File: src/rtl/stream_mux_pkg.sv
// Shared types for the N:1 stream multiplexer.
package stream_mux_pkg;

  // Channel selection policy, driven on the mode port.
  typedef enum logic {
    MODE_FIXED = 1'b0,
    MODE_RR    = 1'b1
  } mode_e;

  // Packet framing state: LOCKED while a multi-beat packet is in flight.
  typedef enum logic {
    UNLOCKED = 1'b0,
    LOCKED   = 1'b1
  } state_e;

endpackage

File: src/rtl/rr_arbiter_n.sv
// Combinational round-robin search: first requester at or above ptr, wrapping at N-1.
module rr_arbiter_n #(
  parameter int unsigned N     = 4,
  parameter int unsigned SEL_W = $clog2(N)
) (
  input  logic [N-1:0]     req,
  input  logic [SEL_W-1:0] ptr,
  output logic [SEL_W-1:0] gnt_idx,
  output logic             gnt_any
);

  // Scan N positions starting at ptr; the first hit wins.
  always_comb begin
    int unsigned j;
    gnt_idx = '0;
    gnt_any = 1'b0;
    j       = 0;
    for (int unsigned k = 0; k < N; k++) begin
      j = 32'(ptr) + k;
      if (j >= N) j = j - N;
      if (!gnt_any && req[j[SEL_W-1:0]]) begin
        gnt_any = 1'b1;
        gnt_idx = j[SEL_W-1:0];
      end
    end
  end

endmodule

File: src/rtl/stream_mux_nto1.sv
// Registered N:1 valid/ready stream mux with fixed or round-robin selection and
// packet locking so multi-beat packets are never interleaved.
module stream_mux_nto1
  import stream_mux_pkg::*;
#(
  parameter int unsigned WIDTH = 16,
  parameter int unsigned N     = 4,
  parameter int unsigned SEL_W = $clog2(N)
) (
  input  logic               clk,
  input  logic               rst_n,
  input  logic               mode,
  input  logic [SEL_W-1:0]   sel,
  input  logic [N-1:0]       in_valid,
  input  logic [N*WIDTH-1:0] in_data,
  input  logic [N-1:0]       in_last,
  output logic [N-1:0]       in_ready,
  output logic               out_valid,
  output logic [WIDTH-1:0]   out_data,
  output logic               out_last,
  input  logic               out_ready,
  output logic [SEL_W-1:0]   grant_idx,
  output logic               locked
);

  state_e             state_q, state_d;
  logic [SEL_W-1:0]   rr_ptr_q, rr_ptr_d;
  logic [SEL_W-1:0]   grant_q, grant_d;
  logic               out_valid_q, out_valid_d;
  logic [WIDTH-1:0]   out_data_q, out_data_d;
  logic               out_last_q, out_last_d;

  logic [SEL_W-1:0]   arb_idx;
  logic               arb_any;
  logic               sel_in_range;
  logic [SEL_W-1:0]   sel_idx;
  logic [SEL_W-1:0]   cand;
  logic               cand_ok;
  logic               load_en;
  logic               accept;
  logic [WIDTH-1:0]   cand_data;

  rr_arbiter_n #(
    .N     (N),
    .SEL_W (SEL_W)
  ) u_arb (
    .req     (in_valid),
    .ptr     (rr_ptr_q),
    .gnt_idx (arb_idx),
    .gnt_any (arb_any)
  );

  // Candidate channel: frozen grant while locked, otherwise per mode.
  always_comb begin
    sel_in_range = (32'(sel) < N);
    sel_idx      = sel_in_range ? sel : '0;
    cand         = '0;
    cand_ok      = 1'b0;
    if (state_q == LOCKED) begin
      cand    = grant_q;
      cand_ok = in_valid[grant_q];
    end else if (mode == MODE_RR) begin
      cand    = arb_idx;
      cand_ok = arb_any;
    end else begin
      cand    = sel_idx;
      cand_ok = sel_in_range && in_valid[sel_idx];
    end
  end

  // Output register can load when empty or draining this cycle.
  always_comb begin
    load_en   = !out_valid_q || out_ready;
    accept    = load_en && cand_ok;
    cand_data = in_data[32'(cand)*WIDTH +: WIDTH];
    in_ready  = '0;
    // Gated by rst_n so no channel sees ready while reset is held.
    if (accept && rst_n) in_ready[cand] = 1'b1;
  end

  // Next-state for lock FSM, rr pointer and output register.
  always_comb begin
    state_d     = state_q;
    rr_ptr_d    = rr_ptr_q;
    grant_d     = grant_q;
    out_valid_d = out_valid_q;
    out_data_d  = out_data_q;
    out_last_d  = out_last_q;
    if (accept) begin
      out_valid_d = 1'b1;
      out_data_d  = cand_data;
      out_last_d  = in_last[cand];
      grant_d     = cand;
      if (in_last[cand]) begin
        state_d  = UNLOCKED;
        rr_ptr_d = (cand == SEL_W'(N - 1)) ? '0 : cand + 1'b1;
      end else begin
        state_d = LOCKED;
      end
    end else if (out_ready) begin
      out_valid_d = 1'b0;
    end
  end

  // State and output registers.
  always_ff @(posedge clk or negedge rst_n) begin
    if (!rst_n) begin
      state_q     <= UNLOCKED;
      rr_ptr_q    <= '0;
      grant_q     <= '0;
      out_valid_q <= 1'b0;
      out_data_q  <= '0;
      out_last_q  <= 1'b0;
    end else begin
      state_q     <= state_d;
      rr_ptr_q    <= rr_ptr_d;
      grant_q     <= grant_d;
      out_valid_q <= out_valid_d;
      out_data_q  <= out_data_d;
      out_last_q  <= out_last_d;
    end
  end

  assign out_valid = out_valid_q;
  assign out_data  = out_data_q;
  assign out_last  = out_last_q;
  assign grant_idx = grant_q;
  assign locked    = (state_q == LOCKED);

endmodule

File: config.mk
export PLATFORM = sky130hd
export DESIGN_NAME = stream_mux_nto1
export DESIGN_NICKNAME = d
export VERILOG_FILES = /design/src/rtl/stream_mux_pkg.sv /design/src/rtl/rr_arbiter_n.sv /design/src/rtl/stream_mux_nto1.sv
export SDC_FILE = /design/constraint.sdc
export NUM_CORES = 1
export LEC_CHECK = 0
export BUFFER_PORTS_ARGS = -buffer_cell sky130_fd_sc_hd__buf_2
export CORE_UTILIZATION = 50
export CTS_BUF_LIST = sky130_fd_sc_hd__clkbuf_4 sky130_fd_sc_hd__clkbuf_8
export DETAILED_ROUTE_END_ITERATION = 6
export GPL_TIMING_DRIVEN = 0
export PLACE_DENSITY = 0.86
export SLEW_MARGIN = 20
export SYNTH_ARGS = -nofsm -noshare
export SYNTH_HDL_FRONTEND = slang
export SYNTH_SLANG_ARGS = --single-unit
File: constraint.sdc
create_clock -name clk -period 5.9 [get_ports clk]
set_clock_uncertainty 0.2 [all_clocks]
set_input_delay 1.77 -clock clk [delete_from_list [all_inputs] [get_ports clk]]
set_output_delay 1.77 -clock clk [all_outputs]
set_load 0.1 [all_outputs]
**Word-level counts from Yosys, hierarchy flattened**

Cells that the tools add are included.

- Flip-flop bits (word level): 23
- Input port bits: 78
- Output and inout port bits: 25

- Add/sub/neg operators: 8
- Magnitude comparators: 12
- Eq/ne operators: 1
- Shifts and indexed selects: 1
- Muxes and demuxes: 37
- Reductions and logical operators: 13

Operators with widths:

| cell | number |
|---|---|
| $shiftx 64x7->16 | 1 |
| $mux 2 | 11 |
| $lt 2x3->1 const B | 7 |
| $mux 1 | 17 |
| $bmux 1 s2 | 7 |
| $ge 3x3->1 const B | 3 |
| $sub 2x1->2 const B | 4 |
| $add 2x2->3 const B | 2 |
| $logic_and 1x1->1 | 6 |
| $logic_not 1->1 | 4 |
| $mux 4 | 1 |
| $add 2x1->3 const B | 1 |
| $ge 2x3->1 const B | 1 |
| $add 2x1->2 const B | 1 |
| $demux 1 s2 | 1 |
| $eq 2x2->1 const B | 1 |
| $ge 2x1->1 const B | 1 |
| $reduce_and 2->1 | 1 |
| $reduce_bool 2->1 | 1 |
| $logic_or 1x1->1 | 1 |

**Depth between registers and ports, before layout**

Gate-level depths: netlist of the first run.

- Depth in word-level cells: 21
- Gate-level depth with buffers: 11
- Depth with buffers taken out: 8

**By module**

A second synthesis of the first run with hierarchy kept.

- Cell total of the unflattened synthesis: 156
- Area total of the unflattened synthesis: 1704.1 sq um

By module, submodules not included:

| module | times used | cells an instance | area each (sq um) | seq. area each (sq um) |
|---|---|---|---|---|
| stream_mux_nto1 | 1 | 141 | 1626.6 | 575.6 |
| rr_arbiter_n | 1 | 15 | 77.6 | 0.0 |

**Worst setup path after synthesis of the first run**

OpenSTA, ideal clock, no wires.

- Path kind: in2out
- Start: input in_valid[3]
- End: output in_ready[0]
- Arrival time: 3.819 ns
- Path slack: 0.111 ns
- Stages: 10
- Path buffers: 3
- Cell sequence: clkbuf_2 nand3b_1 o221ai_1 nor3b_1 o31a_1 buf_2 inv_2 buf_2 ha_1 and3_1

- Word-level cells in the longest chain between the ends: 19
- Elaborated cells on any way between the ends: 38
- Those cells by class: order compare (2); mux (27); reduce/logical (9)

Ends and longest elaborated chain:

| item | RTL line | source |
|---|---|---|
| start, declared | stream_mux_nto1.sv:14 | `input logic [N-1:0] in_valid,` |
| $bmux 1 s2 | rr_arbiter_n.sv:21 | `if (!gnt_any && req[j[SEL_W-1:0]]) begin` |
| $mux 1 (not written as such) | rr_arbiter_n.sv:21 |  |
| $mux 1 | rr_arbiter_n.sv:21 |  |
| $logic_not 1->1 | rr_arbiter_n.sv:21 |  |
| $logic_and 1x1->1 | rr_arbiter_n.sv:21 |  |
| $mux 1 | rr_arbiter_n.sv:21 |  |
| $logic_not 1->1 | rr_arbiter_n.sv:21 |  |
| $logic_and 1x1->1 | rr_arbiter_n.sv:21 |  |
| [3 not listed] | -- |  |
| $mux 2 | rr_arbiter_n.sv:21 |  |
| $mux 2 | stream_mux_nto1.sv:62 | `end else if (mode == MODE_RR) begin` |
| $mux 2 | stream_mux_nto1.sv:59 | `if (state_q == LOCKED) begin` |
| $lt 2x3->1 (not written as such) / $ge 2x1->1 (equally long branches) | stream_mux_nto1.sv:78 | `if (accept && rst_n) in_ready[cand] = 1'b1;` |
| $logic_and 1x1->1 (not written as such) | stream_mux_nto1.sv:78 |  |
| $mux 1 (not written as such) | stream_mux_nto1.sv:78 |  |
| $demux 1 s2 | stream_mux_nto1.sv:78 |  |
| $mux 4 * | stream_mux_nto1.sv:78 |  |
| end, declared | stream_mux_nto1.sv:17 | `output logic [N-1:0] in_ready,` |

Mark *: on every way between the ends. The rest lies on a longest branch, timed or not. The select of a mux whose other input is x is not followed.

**Worst setup path in the final report of the first run**

- Start: input in_valid[3]
- End: output in_ready[3]

- Word-level cells in the longest chain between the ends: 19
- Elaborated cells on any way between the ends: 38
- Those cells by class: order compare (2); mux (27); reduce/logical (9)

Ends and longest elaborated chain:

| item | RTL line | source |
|---|---|---|
| $bmux 1 s2 | rr_arbiter_n.sv:21 |  |
| $mux 1 (not written as such) | rr_arbiter_n.sv:21 |  |
| $mux 1 | rr_arbiter_n.sv:21 |  |
| $logic_not 1->1 | rr_arbiter_n.sv:21 |  |
| $logic_and 1x1->1 | rr_arbiter_n.sv:21 |  |
| $mux 1 | rr_arbiter_n.sv:21 |  |
| $logic_not 1->1 | rr_arbiter_n.sv:21 |  |
| $logic_and 1x1->1 | rr_arbiter_n.sv:21 |  |
| [4 not listed] | -- |  |
| $mux 2 * | stream_mux_nto1.sv:62 |  |
| $mux 2 * | stream_mux_nto1.sv:59 |  |
| net cand[1] | stream_mux_nto1.sv:37 | `logic [SEL_W-1:0] cand;` |
| $lt 2x3->1 (not written as such) / $ge 2x1->1 (equally long branches) | stream_mux_nto1.sv:78 |  |
| $logic_and 1x1->1 (not written as such) | stream_mux_nto1.sv:78 |  |
| $mux 1 (not written as such) | stream_mux_nto1.sv:78 |  |
| $demux 1 s2 * | stream_mux_nto1.sv:78 |  |
| $mux 4 * | stream_mux_nto1.sv:78 |  |

Mark *: on every way through the listed nets, which the timed path passes. The rest lies on a longest branch. The select of a mux whose other input is x is not followed.

==> impl_metrics.py, run 1 <==
metrics = {
    "route": {
        "num_vias": 2087,
        "viasPerCell": 5.52,
        "final_antenna_net_count": 0,
        "dr.pass1.iters": 4,
        "drc_errors": 0,
        "wl_per_cell_um": 13.5,
        "wl_um": 5120,
        "drt_iter0_drc": 110,
    },
    "sta": {
        "fin_tns_setup_ns": 0,
        "finalCriticalPeriod_ns": 5.76,
        "holdWs_ns": 0.299,
        "max_freq_ghz": 0.174,
        "period_share": 0.977,
        "finalHoldViolations": 0,
        "slew_violations": 0,
        "grt_setup_unrepaired": "no",
        "setup_viol": 0,
        "tightest_slew_ns": 0.535,
        "relSlewSlack": 0.643,
        "setup_ws_ns": 0.137,
    },
    "die": {
        "fp-row-count": 21,
        "initial_core_util": 0.538,
        "boundaryPins": 103,
        "die_y_um": 62.6,
        "die_x_um": 62.6,
        "core_mm2": 0.00342,
        "fp.dieArea_mm2": 0.00392,
    },
    "synth": {
        "synth-simple-area-share": 0.202,
        "synth_xor_area_frac": 0,
        "synth_fa_ha_area_frac": 0.0272,
        "synth_warnings": 0,
        "synthCells": 228,
        "synthDistinctLibCells": 41,
        "synth-main-ff-cell": "dfrtp_1",
        "ys_seq_area_frac": 0.313,
        "synth_top_family_by_area": "compound AO/OA/AOI/OAI gates",
        "synth_area_leader_cell": "dfrtp_1",
        "synthMuxAreaShare": 0.0783,
        "synth_top_cells_by_area": "dfrtp_1 31%, nand2_1 11%, a21oi_1 10%",
        "synth.top_cell.area_share": 0.313,
        "synth-seq-cells": 23,
        "syn_area_mm2": 0.00184,
        "synth_fp_nets": 310,
        "synth_edf_count": 0,
        "syn_area_per_cell_um2": 8.06,
        "synthArstFlopShare": 1.00,
        "synth_compound_area_frac": 0.306,
    },
    "worst_hold_path": {
        "whs_path_depth": 2,
        "min_path_type": "register to register",
    },
    "final_layout": {
        "area_delta_synth_final_pct": 32.8,
        "n_fill_cell": 288,
        "design_area_mm2": 0.00244,
        "drive_gt1_frac": 0.410,
        "layout.nets": 415,
        "regArea_um2": 576,
        "multiInputGateArea_mm2": 0.00113,
        "diodes": 0,
    },
    "clock_tree": {
        "clkTransAtPathRegs_ns": 0.13,
        "htreeDepth": 1,
        "clockRootBuffer": "clkbuf_4",
        "cts_setup_buffers": 0,
        "clock_latency_ns": 0.31,
        "clkSinkCount": 23,
        "numCtsBuffers": 3,
        "cts_tree": "done",
        "clock_path_buffers": 2,
    },
    "worst_setup_path": {
        "r2r_cells": 10,
        "crit_fanout": 11,
        "cp_data_arrival_time_ns": 3.79,
        "crit_type": "input pin to output pin",
        "worstSetupEndpointType": "output pin",
        "worstPathRequired_ns": 3.93,
        "crit_path_start_kind": "input pin",
    },
    "placement": {
        "dp_slack_ns": -0.0305,
        "dpl.hpwl_um": 3940,
        "placed_area_mm2": 0.00240,
        "gp_congestion": 0.869,
        "port_buffers": 101,
    },
    "global_routing": {
        "track_usage": 0.265,
        "grt_overflow": 0,
        "grt_first_pass_wirelength_um": 8430,
        "grt_start_max_net_pins": 28,
        "grt_pass1_vias": 1937,
        "grt_antenna_before_repair": 0,
    },
    "flow_run": {
        "drv_cap": 0,
    },
    "outcome": {
        "status": "complete, no violations",
    },
}
-- flip-flops by register name, summed over array words and instances, names as in the netlist --
name       flops
grant_idx      2
locked         1
out_data      16
out_last       1
out_valid      1
rr_ptr_q       2
-- logic make-up after synthesis --
logic type      Yosys count
buf+inv                  23
mux                      10
fa+ha+maj                 4
compound gates           89
simple gates             79
flops                    23
-- timing repair --
| item | 4_1_cts | 5_1_grt |
|---|---|---|
| endpoints found under the hold margin | 0 | 0 |
| pin swaps | 0 | 0 |
| setup endpoints to repair | 2 | 4 |
| hold buffers | 0 | 0 |
| resized for setup | 2 | 6 |
-- cells in the mapped netlist, drive strengths merged (2+ instances only) --
cell,number
nand2,54
o21ai,23
nor3,2
a22o,17
inv,4
ha,4
nor3b,2
nor2b,4
mux2,5
a22oi,2
nand2b,4
and3,4
dfrtp,23
mux4,3
o211ai,2
mux2i,2
o21a,2
buf,16
a21oi,37
clkbuf,3
-- cell usage in the layout (no fill, tap or decap), drive strengths merged --
| cell type | instances |
|---|---|
| o221ai | 1 |
| or2b | 1 |
| clkbuf | 7 |
| mux2i | 2 |
| nand3b | 1 |
| o31ai | 1 |
| ha | 4 |
| and3b | 1 |
| dfrtp | 23 |
| nor3 | 2 |
| a21o | 1 |
| or2 | 1 |
| nor4bb | 1 |
| mux4 | 3 |
| o31a | 1 |
| o21ai | 23 |
| clkinvlp | 1 |
| nor2b | 4 |
| and3 | 4 |
| a21oi | 37 |
| a22o | 17 |
| nor4b | 1 |
| buf | 115 |
| nand2 | 54 |
| o21a | 2 |
| nor4 | 1 |
| a31o | 1 |
| a22oi | 2 |
| inv | 4 |
| nor3b | 2 |
| o22a | 1 |
| o211ai | 2 |
| nand2b | 4 |
| mux2 | 5 |
| nor2 | 1 |
| or4b | 1 |
-- final cells by class --
cell class / instances / area share
multi-input combinational: 182 / 0.462
sequential: 23 / 0.236
timing repair buffer: 101 / 0.213
buffer: 18 / 0.0472
tap: 46 / 0.0236
clock buffer: 3 / 0.00923
inverter: 4 / 0.00615
clock inverter: 1 / 0.00308
-- per-layer routing --
metal / up-vias / wire length (um) / GRT usage
met2: 86 / 2610 / 0.480
met3: 6 / 304 / 0.0255
li1: 1028 / - / -
met1: 967 / 2140 / 0.334
met4: 0 / 59 / 0.0727
met5: - / 0 / 0
-- path summary, 6_finish.rpt --
kind / slack (ns) / start / to
setup / recovery: 0.14 / in_valid[3] / in_ready[3]
hold / removal: 0.30 / out_data[7]$_DFFE_PN0P_ / out_data[7]$_DFFE_PN0P_
setup reg to reg: 3.34 / rr_ptr_q[1]$_DFFE_PN0P_ / out_data[6]$_DFFE_PN0P_
hold reg to reg: 0.30 / out_data[7]$_DFFE_PN0P_ / out_data[7]$_DFFE_PN0P_
max in group asynchronous: 3.92 / rst_n / out_data[15]$_DFFE_PN0P_
min in group asynchronous: 1.21 / rst_n / out_data[7]$_DFFE_PN0P_
-- metrics by stage --
stage,std cells,utilization
6_report,378,0.715
5_1_grt,378,0.715
4_1_cts,379,0.713
3_5_place_dp,375,0.703
3_3_place_gp,375,0.703
2_1_floorplan,228,-
-- critical path, cell delays in order --
cell and delay, ns:
buf_2 0.09, clkbuf_2 0.19, nand3b_1 0.13, o221ai_1 0.15, nor3b_1 0.21, o31a_1 0.15, buf_2 0.17, buf_2 0.27
ha_1 0.19, and3_1 0.16, clkbuf_4 0.33
Power of run 1 is left out: the tool's default activity adds up to more than one toggle a clock period on the data nets, which glitch-free logic cannot reach.
==> run 2: changes to the inputs <==
--- a/config.mk
+++ b/config.mk
@@ -5,12 +5,13 @@
 export SDC_FILE = /design/constraint.sdc
 export NUM_CORES = 1
 export LEC_CHECK = 0
+export ABC_AREA = 1
 export BUFFER_PORTS_ARGS = -buffer_cell sky130_fd_sc_hd__buf_2
 export CORE_UTILIZATION = 50
 export CTS_BUF_LIST = sky130_fd_sc_hd__clkbuf_4 sky130_fd_sc_hd__clkbuf_8
 export DETAILED_ROUTE_END_ITERATION = 6
 export GPL_TIMING_DRIVEN = 0
-export PLACE_DENSITY = 0.86
+export PLACE_DENSITY = 0.84
 export SLEW_MARGIN = 20
 export SYNTH_ARGS = -nofsm -noshare
 export SYNTH_HDL_FRONTEND = slang
==> impl_metrics.py, run 2 <==
metrics = {
    "final_layout": {
        "drive_gt1_frac": 0.383,
        "n_fill_cell": 314,
        "layout_commonest_cell": "buf_2",
        "layout.nets": 469,
        "diodes": 0,
        "area_delta_synth_final_pct": 32.7,
        "largest_register_ffs": 16,
        "final_cell_count_no_fill": 434,
        "layout_common_cells": "99 x buf_2, 77 x nand2_1, 32 x nand3_1",
    },
    "die": {
        "die_x_um": 65.5,
        "boundaryPins": 103,
        "core_mm2": 0.00377,
        "fp.dieArea_mm2": 0.00429,
        "initial_core_util": 0.535,
        "fp-row-count": 22,
        "die_y_um": 65.5,
    },
    "route": {
        "drc_errors": 0,
        "wl_um": 5560,
        "wl_per_cell_um": 12.8,
        "drt_iter0_drc": 139,
        "dr.pass1.iters": 4,
        "viasPerCell": 5.18,
        "num_vias": 2250,
        "final_antenna_net_count": 0,
    },
    "worst_setup_path": {
        "crit_fanout": 20,
        "worstPathRequired_ns": 3.93,
        "ff2ff_setup_slack_ns": 3.44,
        "worstSetupEndpointType": "output pin",
        "critPathSlowestCell": "buf_6",
        "rr_endpoint": "out_data[12]$_DFFE_PN0P_",
        "crit_chain": "buf_2 -> inv_1 -> nand2_1 -> nand3_1 -> nand2_2 -> nor2_4 -> nand3_2 -> nand3_1 -> nand3_2 -> nand2_4 -> nand2_8 -> inv_2 -> buf_6 -> ha_1 -> inv_1 -> nor2_2 -> buf_12",
        "cp_data_arrival_time_ns": 3.73,
        "r2r_start": "rr_ptr_q[0]$_DFFE_PN0P_",
        "max_stage_delay_ns": 0.21,
        "crit_path_start_kind": "input pin",
        "cp-endpoint": "in_ready[2]",
        "crit_type": "input pin to output pin",
        "crit_start": "in_valid[3]",
        "r2r_cells": 16,
    },
    "synth": {
        "syn_area_per_cell_um2": 7.20,
        "synth_edf_count": 0,
        "synthArstFlopShare": 1.00,
        "syn_area_mm2": 0.00202,
        "synth_area_leader_cell": "dfrtp_1",
        "synth_warnings": 0,
        "yosysMostFrequentCell": "nand2_1",
        "synth-main-ff-cell": "dfrtp_1",
        "synth_top_cells_by_area": "dfrtp_1 29%, nand2_1 14%, nand3_1 7.9%",
        "synth_common_cells": "77 x nand2_1, 32 x nand3_1, 25 x inv_1, 23 x dfrtp_1, 20 x o211ai_1",
        "synthDistinctLibCells": 30,
        "synth-seq-cells": 23,
        "synth_fp_nets": 362,
        "ys_seq_area_frac": 0.286,
        "synthCells": 280,
        "synth.top_cell.area_share": 0.286,
    },
    "global_routing": {
        "grt_antenna_before_repair": 0,
        "track_usage": 0.260,
        "grt_first_pass_wirelength_um": 8660,
        "grt_overflow": 0,
        "grt_pass1_vias": 1976,
        "grt_start_max_net_pins": 25,
    },
    "clock_tree": {
        "clockRootBuffer": "clkbuf_8",
        "htreeDepth": 1,
        "ctsHoldBuffers": 0,
        "cts_tree": "done",
        "clkSinkCount": 23,
        "clock_path_buffers": 2,
        "clkTransAtPathRegs_ns": 0.09,
        "numCtsBuffers": 3,
        "clock_latency_ns": 0.27,
    },
    "sta": {
        "max_freq_ghz": 0.175,
        "grt_setup_unrepaired": "no",
        "slew_violations": 0,
        "fin_tns_setup_ns": 0,
        "tightest_slew_ns": 0.546,
        "setup_ws_ns": 0.198,
        "holdWs_ns": 0.293,
        "period_share": 0.967,
        "finalCriticalPeriod_ns": 5.70,
        "relSlewSlack": 0.636,
        "finalHoldViolations": 0,
        "setup_viol": 0,
    },
    "placement": {
        "place_inst": 430,
        "port_buffers": 102,
        "gp_congestion": 0.846,
        "dpl.hpwl_um": 4230,
        "dp_slack_ns": -0.143,
    },
    "worst_hold_path": {
        "min_path_type": "register to register",
        "min_from": "out_data[13]$_DFFE_PN0P_",
    },
    "outcome": {
        "status": "complete, no violations",
    },
    "flow_run": {
        "drv_cap": 0,
    },
}
## run 2: kinds of logic after synthesis
logic type | Yosys count | synth area share
buffers and inverters | 41 | 0.108
adders and majority gates | 4 | 0.0248
and+or+nand+nor | 166 | 0.406
AOI/OAI and AO/OA | 46 | 0.176
DFF | 23 | 0.286
## run 2: layer usage
metal	share of wire	global-route usage	wire [um]
met5	0	0	0
met4	0.0099	0.0707	55
met3	0.049	0.0469	274
met2	0.50	0.438	2780
met1	0.44	0.341	2450
## run 2: worst max-delay path: cells and delay by family
kind | cells | cell delay, ns
and+or+nand+nor | 10 | 1.06
adders and majority gates | 1 | 0.18
buffers and inverters | 6 | 0.70
## run 2: how the worst min path moves through the flow
stage                                    end  slack [ns]  depth (start not counted)
floorplan            rr_ptr_q[1]$_DFFE_PN0P_        0.34                          2
global placement    out_data[13]$_DFFE_PN0P_        0.28                          2
detailed placement  out_data[13]$_DFFE_PN0P_        0.27                          2
CTS                 out_data[13]$_DFFE_PN0P_        0.30                          2
global route         out_data[6]$_DFFE_PN0P_        0.32                          2
finish              out_data[13]$_DFFE_PN0P_        0.29                          2
## run 2: area by class of cell
cell class / count / area (um2) / share of cell area
Multi-Input combinational cell: 216 / 1240 / 0.463
Clock buffer: 3 / 41.3 / 0.0154
Clock inverter: 1 / 5.00 / 0.00187
Timing Repair Buffer: 103 / 548 / 0.205
Inverter: 29 / 111 / 0.0416
Buffer: 11 / 95.1 / 0.0356
Sequential cell: 23 / 576 / 0.215
Tap cell: 48 / 60.1 / 0.0225
## run 2: what timing repair did
| action | 4_1_cts | 5_1_grt |
|---|---|---|
| setup endpoints to repair | 2 | 4 |
| resized for setup | 3 | 6 |
| buffers inserted | 0 | 1 |
## run 2: stage by stage
| step | util | instance area, um2 |
|---|---|---|
| 2_1_floorplan | - | 2030 |
| 3_3_place_gp | 0.690 | 2600 |
| 3_5_place_dp | 0.690 | 2600 |
| 4_1_cts | 0.704 | 2660 |
| 5_1_grt | 0.709 | 2670 |
| 6_report | 0.709 | 2670 |
Power of run 2 is left out for the same reason.
==> run 3: changes to the inputs <==
--- a/config.mk
+++ b/config.mk
@@ -10,7 +10,6 @@
 export CORE_UTILIZATION = 50
 export CTS_BUF_LIST = sky130_fd_sc_hd__clkbuf_4 sky130_fd_sc_hd__clkbuf_8
 export DETAILED_ROUTE_END_ITERATION = 6
-export GPL_TIMING_DRIVEN = 0
 export PLACE_DENSITY = 0.84
 export SLEW_MARGIN = 20
 export SYNTH_ARGS = -nofsm -noshare
==> impl_metrics.py, run 3 (synthesized netlist as in run 2, its figures left out) <==
metrics = {
    "outcome": {
        "status": "complete, no violations",
    },
    "clock_tree": {
        "numCtsBuffers": 3,
        "cts_tree": "done",
        "clkSinkCount": 23,
        "clkTransAtPathRegs_ns": 0.08,
        "clock_path_buffers": 2,
        "ctsHoldBuffers": 0,
        "clock_latency_ns": 0.26,
        "postCtsResizedCells": 0,
        "htreeDepth": 1,
        "clockRootBuffer": "clkbuf_8",
        "cts_setup_buffers": 0,
    },
    "worst_setup_path": {
        "crit_fanout": 42,
        "critPathSlowestCell": "buf_12",
        "crit_path_start_kind": "input pin",
        "crit_chain": "buf_2 -> inv_1 -> nand2_1 -> nand3_1 -> nand2_2 -> nor2_4 -> nand3_2 -> nand3_1 -> nand3_2 -> nand2_4 -> nand2_8 -> inv_2 -> ha_1 -> inv_1 -> nor2_2 -> buf_12",
        "crit_family": "simple AND/OR/NAND/NOR gates",
        "cp_data_arrival_time_ns": 3.65,
        "r2r_cells": 14,
        "max_stage_delay_ns": 0.19,
        "worstSetupEndpointType": "output pin",
        "cp.depth": 16,
        "crit_type": "input pin to output pin",
        "worstPathRequired_ns": 3.93,
        "crit_buf_inv": 5,
    },
    "die": {
        "boundaryPins": 103,
        "fp.dieArea_mm2": 0.00429,
        "core_mm2": 0.00377,
        "die_x_um": 65.5,
        "fp-row-count": 22,
        "initial_core_util": 0.535,
        "die_y_um": 65.5,
    },
    "worst_hold_path": {
        "whs_path_depth": 2,
        "min_path_type": "register to register",
    },
    "route": {
        "num_vias": 2160,
        "final_antenna_net_count": 0,
        "viasPerCell": 5.08,
        "drc_errors": 0,
        "drt_iter0_drc": 152,
        "dr.pass1.iters": 4,
        "wl_per_cell_um": 12.3,
        "wl_um": 5240,
    },
    "sta": {
        "grt_setup_unrepaired": "no",
        "max_freq_ghz": 0.178,
        "finalCriticalPeriod_ns": 5.62,
        "tightest_slew_ns": 0.578,
        "relSlewSlack": 0.614,
        "setup_viol": 0,
        "period_share": 0.952,
        "finalHoldViolations": 0,
        "slew_violations": 0,
    },
    "global_routing": {
        "grt_start_max_net_pins": 43,
        "track_usage": 0.255,
        "grt_first_pass_wirelength_um": 8600,
        "grt_antenna_before_repair": 0,
        "grt_pass1_vias": 1909,
        "grt_overflow": 0,
    },
    "placement": {
        "placed_area_mm2": 0.00258,
        "gp_congestion": 0.856,
        "dpl.hpwl_um": 4070,
        "port_buffers": 102,
    },
    "flow_run": {
        "drv_cap": 0,
    },
    "final_layout": {
        "design_area_mm2": 0.00262,
        "drive_gt1_frac": 0.374,
        "layout.nets": 460,
        "area_delta_synth_final_pct": 30.2,
        "diodes": 0,
        "layout_common_cells": "98 x buf_2, 77 x nand2_1, 32 x nand3_1",
        "largest_register_ffs": 16,
        "layout_commonest_cell": "buf_2",
    },
}
## run 3: cell count changes in the layout (fill, tap and decap cells not counted), sizes merged
cell and delta:
clkbuf -4, buf -5
## run 3: worst register-to-register path, delay by kind of cell, from the launching register on
kind | cells | cell delay [ns]
simple gates | 9 | 1.17
compound gates | 3 | 0.39
buf+inv | 2 | 0.38
flops | 1 | 0.51
## run 3: area by class of cell
class	instances	area [um2]
multi-input combinational	216	1240
fill	327	1150
timing repair buffer	105	593
sequential	23	576
inverter	29	111
tap	48	60.1
clock buffer	3	41.3
clock inverter	1	5.00
## run 3: final timing paths
kind / from / end / slack, ns
max in group asynchronous: rst_n / grant_idx[0]$_DFFE_PN0P_ / 3.96
min in group asynchronous: rst_n / out_data[7]$_DFFE_PN0P_ / 1.31
min: out_data[9]$_DFFE_PN0P_ / out_data[9]$_DFFE_PN0P_ / 0.29
max: in_valid[3] / in_ready[2] / 0.28
min reg2reg: out_data[9]$_DFFE_PN0P_ / out_data[9]$_DFFE_PN0P_ / 0.29
max reg2reg: rr_ptr_q[0]$_DFFE_PN0P_ / out_data[10]$_DFFE_PN0P_ / 3.20
## run 3: stage by stage
stage | instances | TNS (ns) | hold WS, ns | util | worst slack, ns
2_1_floorplan | 280 | -0.0475 | 0.340 | - | -0.0475
3_3_place_gp | 421 | 0 | 0.264 | 0.683 | 0.347
3_5_place_dp | 421 | 0 | 0.264 | 0.683 | 0.267
4_1_cts | 425 | 0 | 0.290 | 0.696 | 0.266
5_1_grt | 425 | 0 | 0.314 | 0.696 | 0.0405
6_report | 425 | 0 | 0.287 | 0.696 | 0.281
## run 3: per-layer routing
layer | global-route usage | vias up | share of wire
met1 | 0.346 | 966 | 0.46
met5 | 0 | - | 0
met3 | 0.0382 | 2 | 0.044
li1 | - | 1121 | -
met2 | 0.423 | 71 | 0.50
met4 | 0.0652 | 0 | 0.0032
Power of run 3 is left out for the same reason.
